`src/rtl/thermostat_zone_ctrl_if.sv`:
```
// Button, sensor and status bundle of the multi-zone thermostat.
// The master side drives buttons and sensors; the slave side is the controller.
interface thermostat_zone_ctrl_if #(
  parameter int TEMP_W = 8,
  parameter int ZONES  = 4,
  parameter int SEL_W  = (ZONES > 1) ? $clog2(ZONES) : 1
);
  logic                      Set;
  logic                      Up;
  logic                      Down;
  logic [SEL_W-1:0]          ZoneSel;
  logic [ZONES*TEMP_W-1:0]   SensorTemp;
  logic                      SensorValid;
  logic                      EditMode;
  logic [TEMP_W-1:0]         SelSetTemp;
  logic [ZONES*TEMP_W-1:0]   SetTemps;
  logic [ZONES-1:0]          Heat;
  logic [ZONES-1:0]          Cool;

  modport master (
    output Set, Up, Down, ZoneSel, SensorTemp, SensorValid,
    input  EditMode, SelSetTemp, SetTemps, Heat, Cool
  );

  modport slave (
    input  Set, Up, Down, ZoneSel, SensorTemp, SensorValid,
    output EditMode, SelSetTemp, SetTemps, Heat, Cool
  );
endinterface

```
`src/rtl/thermostat_zone_ctrl.sv`:
```
// Multi-zone thermostat: per-zone setpoints edited by Set/Up/Down buttons and
// a per-zone heat/cool FSM with hysteresis and a minimum-run lockout.
module thermostat_zone_ctrl #(
  parameter int TEMP_W      = 8,
  parameter int ZONES       = 4,
  parameter int HYST        = 2,
  parameter int MIN_RUN     = 1000,
  parameter int T_MIN       = 50,
  parameter int T_MAX       = 90,
  parameter int DEFAULT_SET = 70
) (
  input  logic                  clk,
  input  logic                  Reset,
  thermostat_zone_ctrl_if.slave bus
);

  localparam int CNT_W = $clog2(MIN_RUN + 1);

  localparam logic [TEMP_W-1:0] SET_MIN = TEMP_W'(T_MIN);
  localparam logic [TEMP_W-1:0] SET_MAX = TEMP_W'(T_MAX);
  localparam logic [TEMP_W-1:0] SET_DEF = TEMP_W'(DEFAULT_SET);
  localparam logic [TEMP_W:0]   BAND    = (TEMP_W+1)'(HYST);
  localparam logic [CNT_W-1:0]  RUN_MAX = CNT_W'(MIN_RUN);

  typedef enum logic [1:0] {IDLE, HEAT, COOL} zone_state_t;

  logic                set_q, up_q, down_q, edit_q;
  logic                set_e, up_e, down_e;
  logic [TEMP_W-1:0]   setpt_q [ZONES];
  zone_state_t         state_q [ZONES];
  zone_state_t         state_d [ZONES];
  logic [CNT_W-1:0]    cnt_q   [ZONES];
  logic [ZONES-1:0]    heat_q, cool_q;

  assign set_e  = bus.Set  & ~set_q;
  assign up_e   = bus.Up   & ~up_q;
  assign down_e = bus.Down & ~down_q;

  // Up/Down use edit_q as it was before any Set toggle on the same edge.
  always_ff @(posedge clk) begin
    if (Reset) begin
      set_q  <= 1'b0;
      up_q   <= 1'b0;
      down_q <= 1'b0;
      edit_q <= 1'b0;
      for (int unsigned z = 0; z < ZONES; z++) setpt_q[z] <= SET_DEF;
    end else begin
      set_q  <= bus.Set;
      up_q   <= bus.Up;
      down_q <= bus.Down;
      if (set_e) edit_q <= ~edit_q;
      for (int unsigned z = 0; z < ZONES; z++) begin
        if (edit_q && (int'(bus.ZoneSel) == int'(z)) && (up_e ^ down_e)) begin
          if (up_e && (setpt_q[z] < SET_MAX))
            setpt_q[z] <= setpt_q[z] + TEMP_W'(1);
          else if (down_e && (setpt_q[z] > SET_MIN))
            setpt_q[z] <= setpt_q[z] - TEMP_W'(1);
        end
      end
    end
  end

  always_comb begin
    bus.SelSetTemp = '0;
    for (int unsigned z = 0; z < ZONES; z++) begin
      if (int'(bus.ZoneSel) == int'(z)) bus.SelSetTemp = setpt_q[z];
    end
  end

  always_comb begin
    bus.SetTemps = '0;
    for (int unsigned z = 0; z < ZONES; z++) bus.SetTemps[z*TEMP_W +: TEMP_W] = setpt_q[z];
  end

  assign bus.EditMode = edit_q;
  assign bus.Heat     = heat_q;
  assign bus.Cool     = cool_q;

  // Band edges are one bit wider so hi cannot wrap and lo clamps at zero.
  always_comb begin
    logic [TEMP_W:0] temp, setx, lo, hi;
    for (int unsigned z = 0; z < ZONES; z++) begin
      state_d[z] = state_q[z];
      temp = {1'b0, bus.SensorTemp[z*TEMP_W +: TEMP_W]};
      setx = {1'b0, setpt_q[z]};
      lo   = (setx < BAND) ? '0 : setx - BAND;
      hi   = setx + BAND;
      if (bus.SensorValid) begin
        unique case (state_q[z])
          IDLE: begin
            if (temp < lo)      state_d[z] = HEAT;
            else if (temp > hi) state_d[z] = COOL;
          end
          HEAT: if ((temp >= setx) && (cnt_q[z] >= RUN_MAX)) state_d[z] = IDLE;
          COOL: if ((temp <= setx) && (cnt_q[z] >= RUN_MAX)) state_d[z] = IDLE;
          default: state_d[z] = IDLE;
        endcase
      end
    end
  end

  always_ff @(posedge clk) begin
    if (Reset) begin
      heat_q <= '0;
      cool_q <= '0;
      for (int unsigned z = 0; z < ZONES; z++) begin
        state_q[z] <= IDLE;
        cnt_q[z]   <= '0;
      end
    end else begin
      for (int unsigned z = 0; z < ZONES; z++) begin
        state_q[z] <= state_d[z];
        heat_q[z]  <= (state_d[z] == HEAT);
        cool_q[z]  <= (state_d[z] == COOL);
        if ((state_d[z] != state_q[z]) && (state_d[z] != IDLE))
          cnt_q[z] <= '0;
        else if ((state_q[z] != IDLE) && (cnt_q[z] < RUN_MAX))
          cnt_q[z] <= cnt_q[z] + CNT_W'(1);
      end
    end
  end

endmodule

```
`src/flat_wrapper.sv`:
```
// flat-port wrapper written by rule: the top's interface ports become plain ports
module thermostat_zone_ctrl_flat 
#(
  parameter int TEMP_W      = 8,
  parameter int ZONES       = 4,
  parameter int HYST        = 2,
  parameter int MIN_RUN     = 1000,
  parameter int T_MIN       = 50,
  parameter int T_MAX       = 90,
  parameter int DEFAULT_SET = 70
)
  (clk, Reset, bus_Set, bus_Up, bus_Down, bus_ZoneSel, bus_SensorTemp, bus_SensorValid, bus_EditMode, bus_SelSetTemp, bus_SetTemps, bus_Heat, bus_Cool);
  thermostat_zone_ctrl_if #(.TEMP_W(TEMP_W), .ZONES(ZONES)) bus_i ();
  input  logic clk;
  input  logic Reset;
  input wire logic [$bits(bus_i.Set)-1:0] bus_Set;
  input wire logic [$bits(bus_i.Up)-1:0] bus_Up;
  input wire logic [$bits(bus_i.Down)-1:0] bus_Down;
  input wire logic [$bits(bus_i.ZoneSel)-1:0] bus_ZoneSel;
  input wire logic [$bits(bus_i.SensorTemp)-1:0] bus_SensorTemp;
  input wire logic [$bits(bus_i.SensorValid)-1:0] bus_SensorValid;
  output wire logic [$bits(bus_i.EditMode)-1:0] bus_EditMode;
  output wire logic [$bits(bus_i.SelSetTemp)-1:0] bus_SelSetTemp;
  output wire logic [$bits(bus_i.SetTemps)-1:0] bus_SetTemps;
  output wire logic [$bits(bus_i.Heat)-1:0] bus_Heat;
  output wire logic [$bits(bus_i.Cool)-1:0] bus_Cool;
  assign bus_i.Set = bus_Set;
  assign bus_i.Up = bus_Up;
  assign bus_i.Down = bus_Down;
  assign bus_i.ZoneSel = bus_ZoneSel;
  assign bus_i.SensorTemp = bus_SensorTemp;
  assign bus_i.SensorValid = bus_SensorValid;
  assign bus_EditMode = bus_i.EditMode;
  assign bus_SelSetTemp = bus_i.SelSetTemp;
  assign bus_SetTemps = bus_i.SetTemps;
  assign bus_Heat = bus_i.Heat;
  assign bus_Cool = bus_i.Cool;
  thermostat_zone_ctrl #(.TEMP_W(TEMP_W), .ZONES(ZONES), .HYST(HYST), .MIN_RUN(MIN_RUN), .T_MIN(T_MIN), .T_MAX(T_MAX), .DEFAULT_SET(DEFAULT_SET)) u_core (.clk(clk), .Reset(Reset), .bus(bus_i));
endmodule
```
`config.mk`:
```
export PLATFORM = sky130hd
export DESIGN_NAME = thermostat_zone_ctrl_flat
export DESIGN_NICKNAME = d
export VERILOG_FILES = /design/src/rtl/thermostat_zone_ctrl_if.sv /design/src/rtl/thermostat_zone_ctrl.sv /design/src/flat_wrapper.sv
export SDC_FILE = /design/constraint.sdc
export NUM_CORES = 1
export LEC_CHECK = 0
export BUFFER_PORTS_ARGS = -buffer_cell sky130_fd_sc_hd__buf_2
export CAP_MARGIN = 15
export CORE_ASPECT_RATIO = 0.75
export CORE_MARGIN = 2
export CORE_UTILIZATION = 41
export DETAILED_ROUTE_END_ITERATION = 10
export HOLD_SLACK_MARGIN = 0.03
export PLACE_DENSITY = 0.66
export SYNTH_ARGS = -nofsm -noshare
export SYNTH_HDL_FRONTEND = slang
export SYNTH_SLANG_ARGS = --single-unit
```
`constraint.sdc`:
```
create_clock -name clk -period 5.2 [get_ports clk]
set_input_delay 0 -clock clk [delete_from_list [all_inputs] [get_ports clk]]
set_output_delay 0 -clock clk [all_outputs]
set_load 0.02 [all_outputs]
```
==> results.sh <==
export IMPL_synth_edf_count=72
export IMPL_h_tree_depth=3
export IMPL_multiInputGateArea_um2=5760
export IMPL_dieArea_um2=22400
export IMPL_cts_tree="done"
export IMPL_antenna_found_initial=1
export IMPL_fmax_mhz=250
export IMPL_boundaryPins=89
export IMPL_cts_resized=0
export IMPL_slowest_stage="edfxtp_1"
export IMPL_grt_pass1_vias=7386
export IMPL_cts_root_buf="clkbuf_16"
export IMPL_die_h_um=130
export IMPL_path_clk_slew_ns=0.08
export IMPL_final_setup_tns_ns=0
export IMPL_crit_path_max_fanout=10
export IMPL_dieWidth_um=172
export IMPL_hold_violations=0
export IMPL_synthSimpleGateAreaFrac_pct=20.6
export IMPL_status="complete, no violations"
export IMPL_numCtsBuffers=9
export IMPL_numClockSinks=92
export IMPL_ys_types=67
export IMPL_skew_ns=0.0152
export IMPL_drt_total_wl_um=23700
export IMPL_drv_cap=0
export IMPL_relSlewSlack_pct=33.1
export IMPL_num_fill_cells=2072
export IMPL_grt_max_degree=23
export IMPL_synth_fa_ha_area_share_pct=18.7
export IMPL_synth_compound_area_share_pct=18.1
export IMPL_crit_buf_inv=2
export IMPL_peakVddDrop_uv=164
export IMPL_ctsHoldBuffers=3
export IMPL_clk_latency_ns=0.36
export IMPL_worst_setup_path_start_kind="register"
export IMPL_num_antenna_cells=0
export IMPL_crit_chain="inv_1 > ha_1 > nor4b_1 > nand2_1 > nand2_1 > ha_1 > a21o_1 > a2111oi_0 > a311oi_1 > nand2_1 > mux2_2 > a32oi_1 > buf_4"
export IMPL_ys_ff_latch=92
export IMPL_synth_flop_cell="edfxtp_1"
export IMPL_syn_area_um2=8700
export IMPL_via_per_inst=5.68
export IMPL_synth_mux_area_share_pct=2.20
export IMPL_hp_class="in2reg"
export IMPL_whs_ns=0.0664
export IMPL_leakage_nw=4.19
export IMPL_drtIter0Drc=730
export IMPL_clk_path_buf_depth=2
export IMPL_hpwl_um=18500
export IMPL_synth_fp_nets=1164
export IMPL_crit_path_frequent_cell="nand2_1"
export IMPL_syn_area_per_cell_um2=8.73
export IMPL_drive_above_1_share_pct=11.9
export IMPL_core_um2=21000
export IMPL_wl_per_cell_um=17.4
export IMPL_route_detailed_drc=0
export IMPL_grt_usage_pct=21.7
export IMPL_cp_top_family="simple AND/OR/NAND/NOR gates"
export IMPL_arrival_ns=4.05
export IMPL_drt_pass1_iter_count=5
export IMPL_min_period_ns=4.00
export IMPL_areaGrowthSynthToFinish_pct=12.4
export IMPL_nets=1243
export IMPL_synth_seq_area_share_pct=29.5
export IMPL_synth_cells=996
export IMPL_cpPeakStageDelay_ns=0.58
export IMPL_async_flop_share_pct=0
export IMPL_post_cts_setup_buffers=0
export IMPL_ant_nets=0
export IMPL_slew_violations=0
export IMPL_grt_pass1_wl_um=38200
export IMPL_place_congestion=0.887
export IMPL_layout_common_cells="ha_1 (125), nor2_1 (110), buf_2 (88)"
export IMPL_rsz0062_at_grt="no"
export IMPL_cp_required_ns=5.25
export IMPL_synth_xor_area_share_pct=6.65
export IMPL_ff_latch_area_um2=2560
export IMPL_crit_type="reg2reg"
export IMPL_worstMarginPinSlew_ns=1.00
export IMPL_via_count=7769
export IMPL_endpoint_kind="register"
export IMPL_overflow=0
export IMPL_setup_viol=0
export IMPL_fin_crit_sh_pct=76.9
export IMPL_power_density_nw_per_um2=217
export IMPL_portBuffers=88
export IMPL_synth_warnings=0
export IMPL_initial_core_util_pct=41.5
export IMPL_final_common_cell="ha_1"
export IMPL_rows=46
export IMPL_synth_top_family_by_area="simple AND/OR/NAND/NOR gates"
synth_stat cells (4+ instances only):
cell      count  area share [%]
ha_1        125              18
nor2_1      110             4.7
nand2_1      84             3.6
edfxtp_1     72              25
inv_1        70             3.0
o21ai_0      57             3.3
a21oi_1      50             2.9
nand3_1      43             2.5
xnor2_1      43             4.3
and3_1       24             1.7
clkbuf_1     23            0.99
nor3_1       23             1.3
xor2_1       23             2.3
nor2b_1      21             1.5
dfxtp_1      20             4.6
a21o_1       19             1.6
nand4_1      19             1.4
a211oi_1     15             1.3
a31oi_1      11            0.79
o21a_1       10            0.86
mux4_2        8             2.1
o211a_1       8            0.92
and2_1        7            0.50
o211ai_1      7            0.60
or3_1         7            0.50
a21boi_0      5            0.43
a221oi_1      5            0.50
nand4b_1      5            0.50
nor3b_1       5            0.43
nor4_1        5            0.36
a32oi_1       4            0.40
nand2b_1      4            0.29
nor4b_1       4            0.40
o22ai_1       4            0.29
logic make-up after synthesis:
| group | Yosys count |
|---|---|
| compound gates | 235 |
| xor+xnor | 66 |
| fa+ha+maj | 128 |
| buf+inv | 97 |
| flops | 92 |
| mux | 9 |
| simple gates | 369 |
metal layers:
layer	wire length (µm)	up-vias	track usage, %
met2	9810	304	32.2
li1	-	3834	-
met3	1950	34	5.70
met1	11500	3595	31.6
met4	434	2	5.19
met5	15	-	0
state kept, by name, summed over array words and instances, names as in the netlist:
register and cells:
u_core.set_q 1, u_core.state_q 8, u_core.bus.EditMode 1, u_core.setpt_q 32, u_core.up_q 1, u_core.bus.Heat 4, u_core.cnt_q 40, u_core.down_q 1
u_core.bus.Cool 4
area by class of cell:
cell class                      instances  share of cell area (%)
Timing Repair Buffer                   95                    5.12
Tap cell                              288                    3.69
Clock inverter                          6                   0.960
Multi-Input combinational cell        807                    58.9
Sequential cell                        92                    26.2
Inverter                               70                    2.69
Clock buffer                           10                    2.44
metrics by stage:
| stage | instances | cell area (µm²) | util (%) | power, mW | worst slack (ns) |
|---|---|---|---|---|---|
| 2_1_floorplan | 996 | 8700 | - | 1.24 | 1.14 |
| 3_3_place_gp | 1349 | 9420 | 44.9 | 1.37 | 1.41 |
| 3_5_place_dp | 1349 | 9420 | 44.9 | 1.38 | 1.33 |
| 4_1_cts | 1368 | 9780 | 46.7 | 2.13 | 1.28 |
| 5_1_grt | 1368 | 9780 | 46.7 | 2.23 | 0.810 |
| 6_report | 1368 | 9780 | 46.7 | 2.12 | 1.20 |
path summary, 6_finish.rpt:
path | start | endpoint | slack [ns] | cells past startpoint
setup / recovery | u_core.setpt_q[3][1]$_DFFE_PP_ | u_core.cnt_q[0][38]$_SDFFCE_PN0P_ | 1.20 | 13
hold / removal | Reset | u_core.bus.EditMode$_SDFFE_PP0P_ | 0.07 | 2
setup reg to reg | u_core.setpt_q[3][1]$_DFFE_PP_ | u_core.cnt_q[0][38]$_SDFFCE_PN0P_ | 1.20 | 13
hold reg to reg | u_core.set_q$_SDFF_PP0_ | u_core.bus.EditMode$_SDFFE_PP0P_ | 0.55 | 3
power breakdown:
group / leakage (nW) / total, mW / switching, mW / internal, mW
registers: 0.903 / 0.942 / 0.0805 / 0.862
logic: 3.13 / 0.430 / 0.252 / 0.178
clock network: 0.160 / 0.749 / 0.310 / 0.439
No activity file was read; power rests on OpenSTA's default activity.
